==> config.mk <==
export PLATFORM = sky130hd
export DESIGN_NAME = uart_rx_cfg
export DESIGN_NICKNAME = d
export VERILOG_FILES = /design/src/rtl/uart_rx_cfg.sv
export SDC_FILE = /design/constraint.sdc
export NUM_CORES = 1
export LEC_CHECK = 0
export CORE_UTILIZATION = 39
export CTS_CLUSTER_DIAMETER = 60
export DETAILED_ROUTE_END_ITERATION = 10
export SLEW_MARGIN = 20
export SYNTH_ARGS = -nofsm -noshare
export SYNTH_HDL_FRONTEND = slang
export SYNTH_SLANG_ARGS = --single-unit
==> constraint.sdc <==
create_clock -name i_Clock -period 3.7 [get_ports i_Clock]
set_input_delay 0.37 -clock i_Clock [delete_from_list [all_inputs] [get_ports i_Clock]]
set_output_delay 0.37 -clock i_Clock [all_outputs]
set_load 0.02 [all_outputs]
==> src/rtl/uart_rx_cfg.sv <==
// rtl/uart_rx_cfg.sv - configurable UART receiver with framing, parity and break detection
module uart_rx_cfg #(
    parameter int CLKS_PER_BIT = 104,
    parameter int DATA_BITS    = 8,
    parameter int PARITY_MODE  = 0,
    parameter int STOP_BITS    = 1,
    parameter int NUM_LEDS     = 3
) (
    input  logic                 i_Clock,
    input  logic                 i_Rst_L,
    input  logic                 i_Rx_Serial,
    output logic                 o_Rx_DV,
    output logic [DATA_BITS-1:0] o_Rx_Byte,
    output logic                 o_Frame_Err,
    output logic                 o_Parity_Err,
    output logic                 o_Break,
    output logic                 o_Busy,
    output logic [NUM_LEDS-1:0]  o_Led_N
);

    localparam int CNT_W = $clog2(CLKS_PER_BIT);
    localparam int IDX_W = $clog2(DATA_BITS);
    localparam logic [CNT_W-1:0] LAST_CNT  = CNT_W'(CLKS_PER_BIT - 1);
    localparam logic [CNT_W-1:0] HALF_CNT  = CNT_W'((CLKS_PER_BIT - 1) / 2);
    localparam logic [IDX_W-1:0] LAST_BIT  = IDX_W'(DATA_BITS - 1);
    localparam logic             LAST_STOP = (STOP_BITS == 2);

    typedef enum logic [2:0] {
        S_IDLE,
        S_START,
        S_DATA,
        S_PARITY,
        S_STOP,
        S_DONE,
        S_WAIT_HI
    } state_t;

    state_t               state;
    state_t               state_next;
    logic                 rx_meta;
    logic                 rx_s;
    logic [CNT_W-1:0]     cnt;
    logic [IDX_W-1:0]     bit_idx;
    logic                 stop_idx;
    logic [DATA_BITS-1:0] data_q;
    logic                 par_q;
    logic                 frame_err_q;

    logic                 baud_tick;
    logic                 frame_end;
    logic                 frame_err_all;
    logic                 data_xor;
    logic                 parity_bad;
    logic                 all_zero;

    assign baud_tick     = (cnt == LAST_CNT);
    assign frame_end     = (state == S_STOP) && baud_tick && (stop_idx == LAST_STOP);
    // The final stop bit is being sampled on the same edge the verdict is registered.
    assign frame_err_all = frame_err_q | ~rx_s;
    assign data_xor      = (^data_q) ^ par_q;
    assign parity_bad    = (PARITY_MODE == 1) ? ~data_xor :
                           (PARITY_MODE == 2) ?  data_xor : 1'b0;
    assign all_zero      = (data_q == '0) && ((PARITY_MODE == 0) || !par_q);

    assign o_Busy  = (state != S_IDLE);
    assign o_Led_N = ~o_Rx_Byte[NUM_LEDS-1:0];

    // Two-stage synchroniser for the asynchronous serial line.
    always_ff @(posedge i_Clock or negedge i_Rst_L) begin
        if (!i_Rst_L) begin
            rx_meta <= 1'b1;
            rx_s    <= 1'b1;
        end else begin
            rx_meta <= i_Rx_Serial;
            rx_s    <= rx_meta;
        end
    end

    // State register.
    always_ff @(posedge i_Clock or negedge i_Rst_L) begin
        if (!i_Rst_L) begin
            state <= S_IDLE;
        end else begin
            state <= state_next;
        end
    end

    // Next-state decode: start qualification, bit sequencing and break lockout.
    always_comb begin
        state_next = state;
        case (state)
            S_IDLE: begin
                if (!rx_s) state_next = S_START;
            end
            S_START: begin
                if (cnt == HALF_CNT) state_next = rx_s ? S_IDLE : S_DATA;
            end
            S_DATA: begin
                if (baud_tick && (bit_idx == LAST_BIT))
                    state_next = (PARITY_MODE != 0) ? S_PARITY : S_STOP;
            end
            S_PARITY: begin
                if (baud_tick) state_next = S_STOP;
            end
            S_STOP: begin
                if (frame_end) state_next = S_DONE;
            end
            S_DONE: begin
                state_next = rx_s ? S_IDLE : S_WAIT_HI;
            end
            S_WAIT_HI: begin
                if (rx_s) state_next = S_IDLE;
            end
            default: state_next = S_IDLE;
        endcase
    end

    // Baud counter, bit/stop indices and captured frame contents.
    always_ff @(posedge i_Clock or negedge i_Rst_L) begin
        if (!i_Rst_L) begin
            cnt         <= '0;
            bit_idx     <= '0;
            stop_idx    <= 1'b0;
            data_q      <= '0;
            par_q       <= 1'b0;
            frame_err_q <= 1'b0;
        end else begin
            if (state_next != state) begin
                cnt <= '0;
            end else if ((state == S_START) || (state == S_DATA) ||
                         (state == S_PARITY) || (state == S_STOP)) begin
                cnt <= baud_tick ? '0 : cnt + 1'b1;
            end
            case (state)
                S_IDLE: begin
                    if (!rx_s) begin
                        bit_idx     <= '0;
                        stop_idx    <= 1'b0;
                        frame_err_q <= 1'b0;
                    end
                end
                S_DATA: begin
                    if (baud_tick) begin
                        data_q[bit_idx] <= rx_s;
                        bit_idx         <= bit_idx + 1'b1;
                    end
                end
                S_PARITY: begin
                    if (baud_tick) par_q <= rx_s;
                end
                S_STOP: begin
                    if (baud_tick) begin
                        if (!rx_s) frame_err_q <= 1'b1;
                        stop_idx <= stop_idx + 1'b1;
                    end
                end
                default: ;
            endcase
        end
    end

    // Frame verdict: pulses last exactly the one DONE cycle; the data word only moves on a clean frame.
    always_ff @(posedge i_Clock or negedge i_Rst_L) begin
        if (!i_Rst_L) begin
            o_Rx_DV      <= 1'b0;
            o_Rx_Byte    <= '0;
            o_Frame_Err  <= 1'b0;
            o_Parity_Err <= 1'b0;
            o_Break      <= 1'b0;
        end else begin
            o_Rx_DV      <= 1'b0;
            o_Frame_Err  <= 1'b0;
            o_Parity_Err <= 1'b0;
            o_Break      <= 1'b0;
            if (frame_end) begin
                o_Frame_Err  <= frame_err_all;
                o_Parity_Err <= parity_bad;
                o_Break      <= frame_err_all && all_zero;
                if (!frame_err_all && !parity_bad) begin
                    o_Rx_DV   <= 1'b1;
                    o_Rx_Byte <= data_q;
                end
            end
        end
    end

endmodule
==> flow_summary.json, run 1 <==
{
  "yosys.area.top_type": "dfrtp_1",
  "ys_dominant_reg_cell": "dfrtp_1",
  "die_y_um": 71.05,
  "synth_xor_area_share_pct": 1.413,
  "clockRootBuffer": "clkbuf_8",
  "yosysUniqueCellTypes": 43,
  "layout_min_cycle_time_ps": 2374,
  "ys_ff_latch": 36,
  "rsz0062_at_grt": "false",
  "max_slew.worst_pin.slew_ps": 792.4,
  "ios": 19,
  "track_usage_pct": 16.54,
  "synth-simple-area-share_pct": 22.75,
  "rows": 24,
  "routed_wl_mm": 3.647,
  "final_layout_size_suffix_gt1_share_pct": 17.89,
  "synth_top_family_by_area": "simple AND/OR/NAND/NOR gates",
  "cts_sinks": 36,
  "firstDrtPassIters": 7,
  "max_freq_mhz": 421.3,
  "syn_area_um2": 1859,
  "ys_seq_area_share_pct": 48.59,
  "yosys-top-cells-area": "dfrtp_1 46%, mux2_2 9.7%, nand4_1 3.0%",
  "num_antenna_cells": 0,
  "io_buffers": 17,
  "grt_max_degree": 37,
  "netlist.area_leader.share_pct": 45.76,
  "die_area_um2": 5047,
  "crit_type": "reg2out",
  "area_growth_pct": 14.06,
  "setup_viol": 0,
  "cts_max_path_buffers": 2,
  "crit_path_start_kind": "register",
  "hold_violations": 0,
  "total_power_mw": 0.6940,
  "synth_mux_area_share_pct": 9.690,
  "yosysWarnings": 0,
  "cts_setup_buffers": 0,
  "synth_edf_count": 0,
  "final_area_um2": 2121,
  "antenna_found_initial": 0,
  "synthArstFlopShare_pct": 100.0,
  "path_max_fanout": 19,
  "antenna_left": 0,
  "worstReg2RegEnd": "o_Rx_Byte[7]",
  "worst_ep_arrival_time_ps": 2000,
  "syn_nets": 182,
  "wl_per_cell_um": 15.07,
  "slew_headroom_pct": 47.17,
  "rrSetupSlack_ps": 1500,
  "drcViolationCount": 0,
  "r2r-start": "cnt[0]",
  "setup_tns_ps": 0,
  "cts_resized": 0,
  "clock_latency_ps": 290,
  "finClkSkew_ps": 10.19,
  "via_per_inst": 5.777,
  "path_clk_slew_ps": 70,
  "htreeDepth": 2,
  "layout_setup_ws_ps": 1326,
  "core-area_um2": 4474,
  "p_per_area_nw_per_um2": 327.3,
  "dp_slack_ps": 1518,
  "cts_buffers": 5,
  "hold_buffers": 0,
  "routabilityCongestion": 0.8872,
  "initial_utilization_pct": 41.55,
  "status": "completed",
  "cap_violations": 0,
  "vias": 1398,
  "vdd_drop_max_mv": 0.2563,
  "final_nets": 195,
  "synth_fa_ha_area_share_pct": 2.019,
  "drtIter0Drc": 107,
  "synth_cells": 176,
  "p_leak_nw": 0.9243,
  "fin_crit_sh_pct": 64.15,
  "hp-class": "in2async",
  "r2r_cells": 5,
  "end_kind": "output pin",
  "overflow": 0,
  "placed_area_um2": 2027,
  "synth-compound-area-share_pct": 10.36,
  "grt_pass1_vias": 1374,
  "die_w_um": 71.05,
  "drv_slew": 0,
  "post-route-util_pct": 47.40,
  "crit_required_ps": 3330,
  "syn_area_per_cell_um2": 10.56,
  "grt_pass1_wl_mm": 6.444,
  "post-dp-hpwl_mm": 2.599,
  "tritoncts": "yes"
}
==> where the power goes <==
| group | switching [mW] | internal [mW] | leakage (nW) |
|---|---|---|---|
| logic | 0.00946 | 0.00192 | 0.399 |
| registers | 0.00236 | 0.395 | 0.481 |
| clock network | 0.134 | 0.151 | 0.0445 |
| total | 0.145 | 0.549 | 0.924 |
==> routing by layer <==
layer  routed length [um]  vias up  track usage [%]
li1                     -      680                -
met1                 1786      683            22.02
met2                 1697       31            25.64
met3                  127        4            4.701
met4                   36        0            6.444
met5                    0        -                0
==> synthesized netlist by cell type (all sizes together) (4+ instances only) <==
| library cell | count |
|---|---|
| dfrtp | 34 |
| mux2 | 16 |
| nand4 | 9 |
| nor3 | 6 |
| nand2 | 10 |
| nor4 | 8 |
| clkbuf | 6 |
| or3 | 4 |
| o21ai | 9 |
| a21oi | 8 |
| nand3 | 7 |
| nor2b | 4 |
| inv | 8 |
| buf | 5 |
==> worst max-delay path by stage <==
stage               startpoint            to  slack (ps)  cells past startpoint
global route          state[1]        o_Busy        1200                      2
global placement        cnt[0]  o_Rx_Byte[6]        1610                      5
detailed placement      cnt[0]  o_Rx_Byte[7]        1520                      5
finish                state[1]        o_Busy        1330                      2
CTS                   state[1]        o_Busy        1330                      2
floorplan               cnt[0]  o_Rx_Byte[0]        1800                      6
==> layout by cell type (no fill, tap or decap), types with 2 or more instances in the layout <==
cell type	Yosys	final
nand3_1	6	6
clkdlybuf4s50_1	0	16
nor2b_1	4	4
xor2_1	3	3
nand2_1	9	9
nand2b_1	3	3
dfrtp_1	34	34
mux2_2	16	16
and2_1	3	3
nand4_1	9	9
or3_1	4	4
o21ai_0	8	8
nor3_1	6	6
dfstp_2	2	2
or2_2	3	3
nor4b_1	2	2
a211oi_1	3	3
clkbuf_8	0	6
and3_1	3	3
a21oi_1	8	8
inv_1	8	8
ha_1	3	3
a22o_1	2	2
nor4_1	7	7
nor2_1	3	3
==> final cells by class <==
class | count | area [um^2]
flip-flops and latches | 36 | 903.4
clock inverters | 1 | 7.507
repair buffers | 17 | 165.2
fillers | 418 | 2354
clock buffers | 7 | 86.33
well taps | 52 | 65.06
multi-input cells | 121 | 863.3
inverters | 8 | 30.03
==> logic make-up after synthesis <==
| kind of cell | after synthesis |
|---|---|
| AOI/OAI and AO/OA | 30 |
| xor gates and xnor gates | 3 |
| adders and majority gates | 3 |
| buffers and inverters | 19 |
| DFF | 36 |
| muxes | 16 |
| other | 1 |
| and+or+nand+nor | 68 |
==> critical path, cell delays in order (launching register included) <==
cell	delay (ps)
dfrtp_1	580
or3_1	540
clkdlybuf4s50_1	590
==> per-stage QoR <==
stage	hold WS, ps	std cells
after floorplan	74.41	176
after global placement	346.8	234
after detailed placement	347.8	234
after CTS	183.3	242
after global routing	226.4	242
final	164.5	242
==> registers in the layout, summed over array words and instances (netlist names), 3 cells and up <==
signal     count
cnt            7
data_q         8
state          3
o_Rx_Byte      8
bit_idx        3
(Power assumes the default switching activity.)
==> run 2, diff against run 1 <==
==> constraint.sdc (replaced) <==
create_clock -name i_Clock -period 2 [get_ports i_Clock]
set_input_delay 0.2 -clock i_Clock [delete_from_list [all_inputs] [get_ports i_Clock]]
set_output_delay 0.2 -clock i_Clock [all_outputs]
set_load 0.02 [all_outputs]
==> flow_summary.json, run 2 (synthesized netlist as in run 1, its figures left out) <==
{
  "post-dp-hpwl_mm": 2.751,
  "max_freq_mhz": 535.9,
  "crit_path_start_kind": "register",
  "finClkSkew_ps": 4.960,
  "layout_commonest_cell": "dfrtp_1",
  "path_max_fanout": 11,
  "overflow": 0,
  "firstDrtPassIters": 6,
  "vias": 1472,
  "vdd_drop_max_mv": 0.4155,
  "worst_ep_arrival_time_ps": 2050,
  "tritoncts": "yes",
  "cap_violations": 0,
  "clkPwrFrac_pct": 44.8,
  "hp-class": "in2async",
  "track_usage_pct": 17.11,
  "setup_tns_ps": 0,
  "cts_max_path_buffers": 2,
  "clock_latency_ps": 290,
  "netSwitchingFraction_pct": 19.55,
  "initial_utilization_pct": 41.55,
  "drcViolationCount": 0,
  "cts_sinks": 36,
  "final_cell_mix": "34 x dfrtp_1, 16 x mux2_2, 15 x clkdlybuf4s50_1",
  "p_comb_share_pct": 1.7,
  "placed_cells": 248,
  "crit_required_ps": 2190,
  "crit_type": "reg2reg",
  "final_nets": 209,
  "final_area_um2": 2240,
  "post-route-util_pct": 50.06,
  "drtIter0Drc": 101,
  "via_per_inst": 5.750,
  "path_clk_slew_ps": 70,
  "end_kind": "register",
  "die_area_um2": 5047,
  "rows": 24,
  "clockRootBuffer": "clkbuf_8",
  "p_switching_mw": 0.2687,
  "die_y_um": 71.05,
  "hold_buffers": 0,
  "top_regs": "data_q: 8 flops, o_Rx_Byte: 8 flops, cnt: 7 flops",
  "routabilityCongestion": 0.8944,
  "placed_area_um2": 2132,
  "p_leak_nw": 1.003,
  "multi_input_area_um2": 864.6,
  "fin_crit_sh_pct": 93.30,
  "wl_per_cell_um": 15.02,
  "cts_setup_buffers": 0,
  "grt_pass1_wl_mm": 6.734,
  "p_int_mw": 1.106,
  "seqPwrFrac_pct": 53.4,
  "grt_max_degree": 37,
  "grt_pass1_vias": 1404,
  "num_antenna_cells": 0,
  "routed_wl_mm": 3.844,
  "slew_headroom_pct": 48.53,
  "seqCellArea_um2": 903.4,
  "finalHoldWorstSlack_ps": -13.83,
  "total_power_mw": 1.375,
  "core-area_um2": 4474,
  "p_per_area_nw_per_um2": 613.8,
  "hold_violations": 28,
  "drv_slew": 0,
  "layout_min_cycle_time_ps": 1866,
  "final_layout_size_suffix_gt1_share_pct": 24.02,
  "status": "finished, violations left",
  "final_cells": 256,
  "rsz0062_at_grt": "false",
  "antenna_left": 0,
  "antenna_found_initial": 0,
  "io_buffers": 17,
  "violations": "negative hold slack",
  "htreeDepth": 2,
  "area_growth_pct": 20.46,
  "setup_viol": 0,
  "max_slew.worst_pin.slew_ps": 772.0,
  "ios": 19,
  "nFillCells": 406,
  "cts_buffers": 5,
  "die_w_um": 71.05
}
## run 2: area by class of cell
type / instances / area share, %
multi-input cells: 121 / 38.60
clock buffers: 6 / 3.240
inverters: 8 / 1.341
repair buffers: 31 / 12.01
flip-flops and latches: 36 / 40.34
clock inverters: 2 / 1.564
well taps: 52 / 2.905
## run 2: metrics by stage
step                      hold slack (ps)  setup slack [ps]
final                              -13.83             134.1
after global routing                65.99             41.41
after detailed placement            341.6             67.91
after global placement              332.1             133.1
after CTS                           23.63             59.22
after floorplan                    -95.59             102.3
## run 2: repair_timing
action	CTS	global route
pin swaps	0	0
hold endpoints to repair	0	0
endpoints found under the setup margin	1	13
resized for setup	1	1
## run 2: layer usage
layer / vias up / global-route usage (%) / wire, um
met5: - / 0 / 0
met4: 0 / 5.778 / 48
met3: 6 / 4.843 / 155
met2: 34 / 25.43 / 1786
met1: 727 / 24.08 / 1854
li1: 705 / - / -
## run 2: critical path: stages (launching register included)
cell      delay [ps]
dfrtp_1          400
ha_1             210
and2_2           260
and2_1           290
or3_1            400
a211oi_1         210
## run 2: power by group through the flow
stage | sequential (mW) | clock [mW] | combinational [mW]
detailed placement | 0.748 | 0 | 0.0259
global placement | 0.748 | 0 | 0.0255
global route | 0.734 | 0.670 | 0.0290
CTS | 0.734 | 0.636 | 0.0257
finish | 0.734 | 0.616 | 0.0239
floorplan | 0.747 | 0 | 0.00807
## run 2: path summary, 6_finish.rpt
kind / startpoint / end / slack (ps) / cells past startpoint
min: i_Rst_L / cnt[6] / -10 / 1
max: cnt[0] / cnt[0] / 130 / 5
min reg2reg: rx_meta / rx_s / 360 / 0
min in group i_Clock: i_Rx_Serial / rx_meta / 320 / 1
max reg2reg: cnt[0] / cnt[0] / 130 / 5
max in group asynchronous: i_Rst_L / bit_idx[1] / 1520 / 1
==> run 3, diff against run 2 <==
--- a/config.mk
+++ b/config.mk
@@ -8,6 +8,7 @@
 export CORE_UTILIZATION = 39
 export CTS_CLUSTER_DIAMETER = 60
 export DETAILED_ROUTE_END_ITERATION = 10
+export SKIP_CTS_REPAIR_TIMING = 1
 export SLEW_MARGIN = 20
 export SYNTH_ARGS = -nofsm -noshare
 export SYNTH_HDL_FRONTEND = slang
==> flow_summary.json, run 3 (synthesized netlist as in run 1, its figures left out) <==
{
  "hp-class": "in2async",
  "dp_slack_ps": 67.91,
  "clockRootBuffer": "clkbuf_8",
  "path_max_fanout": 11,
  "p_leak_nw": 1.004,
  "setup_viol": 0,
  "total_power_mw": 1.375,
  "finalHoldWorstSlack_ps": -13.69,
  "p_per_area_nw_per_um2": 612.5,
  "die_y_um": 71.05,
  "antenna_left": 0,
  "worst_ep_arrival_time_ps": 2050,
  "cts_max_path_buffers": 2,
  "io_buffers": 17,
  "crit_buf_inv": 0,
  "antenna_found_initial": 0,
  "crit_path_start_kind": "register",
  "cap_violations": 0,
  "final_layout_size_suffix_gt1_share_pct": 24.51,
  "end_kind": "register",
  "crit_family": "simple AND/OR/NAND/NOR gates",
  "wl_per_cell_um": 15.02,
  "tritoncts": "yes",
  "num_antenna_cells": 0,
  "drtIter0Drc": 101,
  "die_area_um2": 5047,
  "finClkSkew_ps": 4.947,
  "rsz0062_at_grt": "false",
  "cts_sinks": 36,
  "rows": 24,
  "final_cells": 256,
  "die_w_um": 71.05,
  "grt_max_degree": 37,
  "hold_violations": 28,
  "htreeDepth": 2,
  "placed_cells": 248,
  "r2r_cells": 5,
  "grt_pass1_wl_mm": 6.734,
  "path_clk_slew_ps": 70,
  "drcViolationCount": 0,
  "path_cells": "ha_1 -> and2_2 -> and2_1 -> or3_1 -> a211oi_1",
  "firstDrtPassIters": 6,
  "violations": "negative hold slack",
  "grtUsageMet3_pct": 4.843,
  "fin_crit_sh_pct": 93.29,
  "final_cell_mix": "33 x dfrtp_1, 16 x mux2_2, 15 x clkdlybuf4s50_1",
  "status": "finished, violations left",
  "initial_utilization_pct": 41.55,
  "routed_wl_mm": 3.845,
  "overflow": 0,
  "via_per_inst": 5.754,
  "crit_type": "reg2reg",
  "post-dp-hpwl_mm": 2.751,
  "slowest_delay_ps": 400,
  "final_nets": 209,
  "cts_buffers": 5,
  "cp.depth": 5,
  "use_met2_pct": 25.43,
  "globalRoute.busiestLayer": "met2",
  "top_regs": "data_q: 8 flops, o_Rx_Byte: 8 flops, cnt: 7 flops",
  "clock_latency_ps": 290,
  "layout_setup_ws_ps": 134.2,
  "placed_area_um2": 2132,
  "crit_path_top_delay_cell": "dfrtp_1",
  "crit_required_ps": 2190,
  "track_usage_pct": 17.11,
  "drv_slew": 0,
  "final_area_um2": 2245,
  "core-area_um2": 4474,
  "slew_headroom_pct": 48.51,
  "layout_min_cycle_time_ps": 1866,
  "grtUsageMet1_pct": 24.08,
  "vias": 1473,
  "layout_commonest_cell": "dfrtp_1",
  "max_slew.worst_pin.slew_ps": 772.3,
  "grt_pass1_vias": 1404,
  "max_freq_mhz": 536.0,
  "routabilityCongestion": 0.8944,
  "ios": 19,
  "setup_tns_ps": 0,
  "vdd_drop_max_mv": 0.4155,
  "post-route-util_pct": 50.17,
  "area_growth_pct": 20.73
}
==> run 3: cell type report <==
| class | instances | area, um^2 |
|---|---|---|
| sequential | 36 | 904.6 |
| fill | 405 | 2230 |
| tap | 52 | 65.06 |
| inverter | 8 | 30.03 |
| multi-input combinational | 121 | 864.6 |
| clock buffer | 6 | 72.57 |
| clock inverter | 2 | 35.03 |
| timing repair buffer | 31 | 272.8 |
==> run 3: final timing paths <==
check,start,to,slack [ps]
max,cnt[0],cnt[0],130
min,i_Rst_L,cnt[6],-10
max reg2reg,cnt[0],cnt[0],130
min reg2reg,rx_meta,rx_s,360
max in group asynchronous,i_Rst_L,state[0],1490
min in group i_Clock,i_Rx_Serial,rx_meta,320
==> run 3: routing by layer <==
| metal | up-vias | routed length [um] |
|---|---|---|
| li1 | 705 | - |
| met1 | 728 | 1854 |
| met2 | 34 | 1787 |
| met3 | 6 | 155 |
| met4 | 0 | 48 |
| met5 | - | 0 |
==> run 3: power by group <==
part / internal (mW) / switching [mW] / total [mW]
registers: 0.732 / 0.00271 / 0.734
clock network: 0.370 / 0.247 / 0.616
logic: 0.00482 / 0.0191 / 0.0239
total: 1.11 / 0.269 / 1.37
==> run 3: worst reg2reg max path, cell delays in order, from the launching register on <==
cell and delay (ps):
dfrtp_1 400, ha_1 210, and2_2 260, and2_1 290
or3_1 400, a211oi_1 210
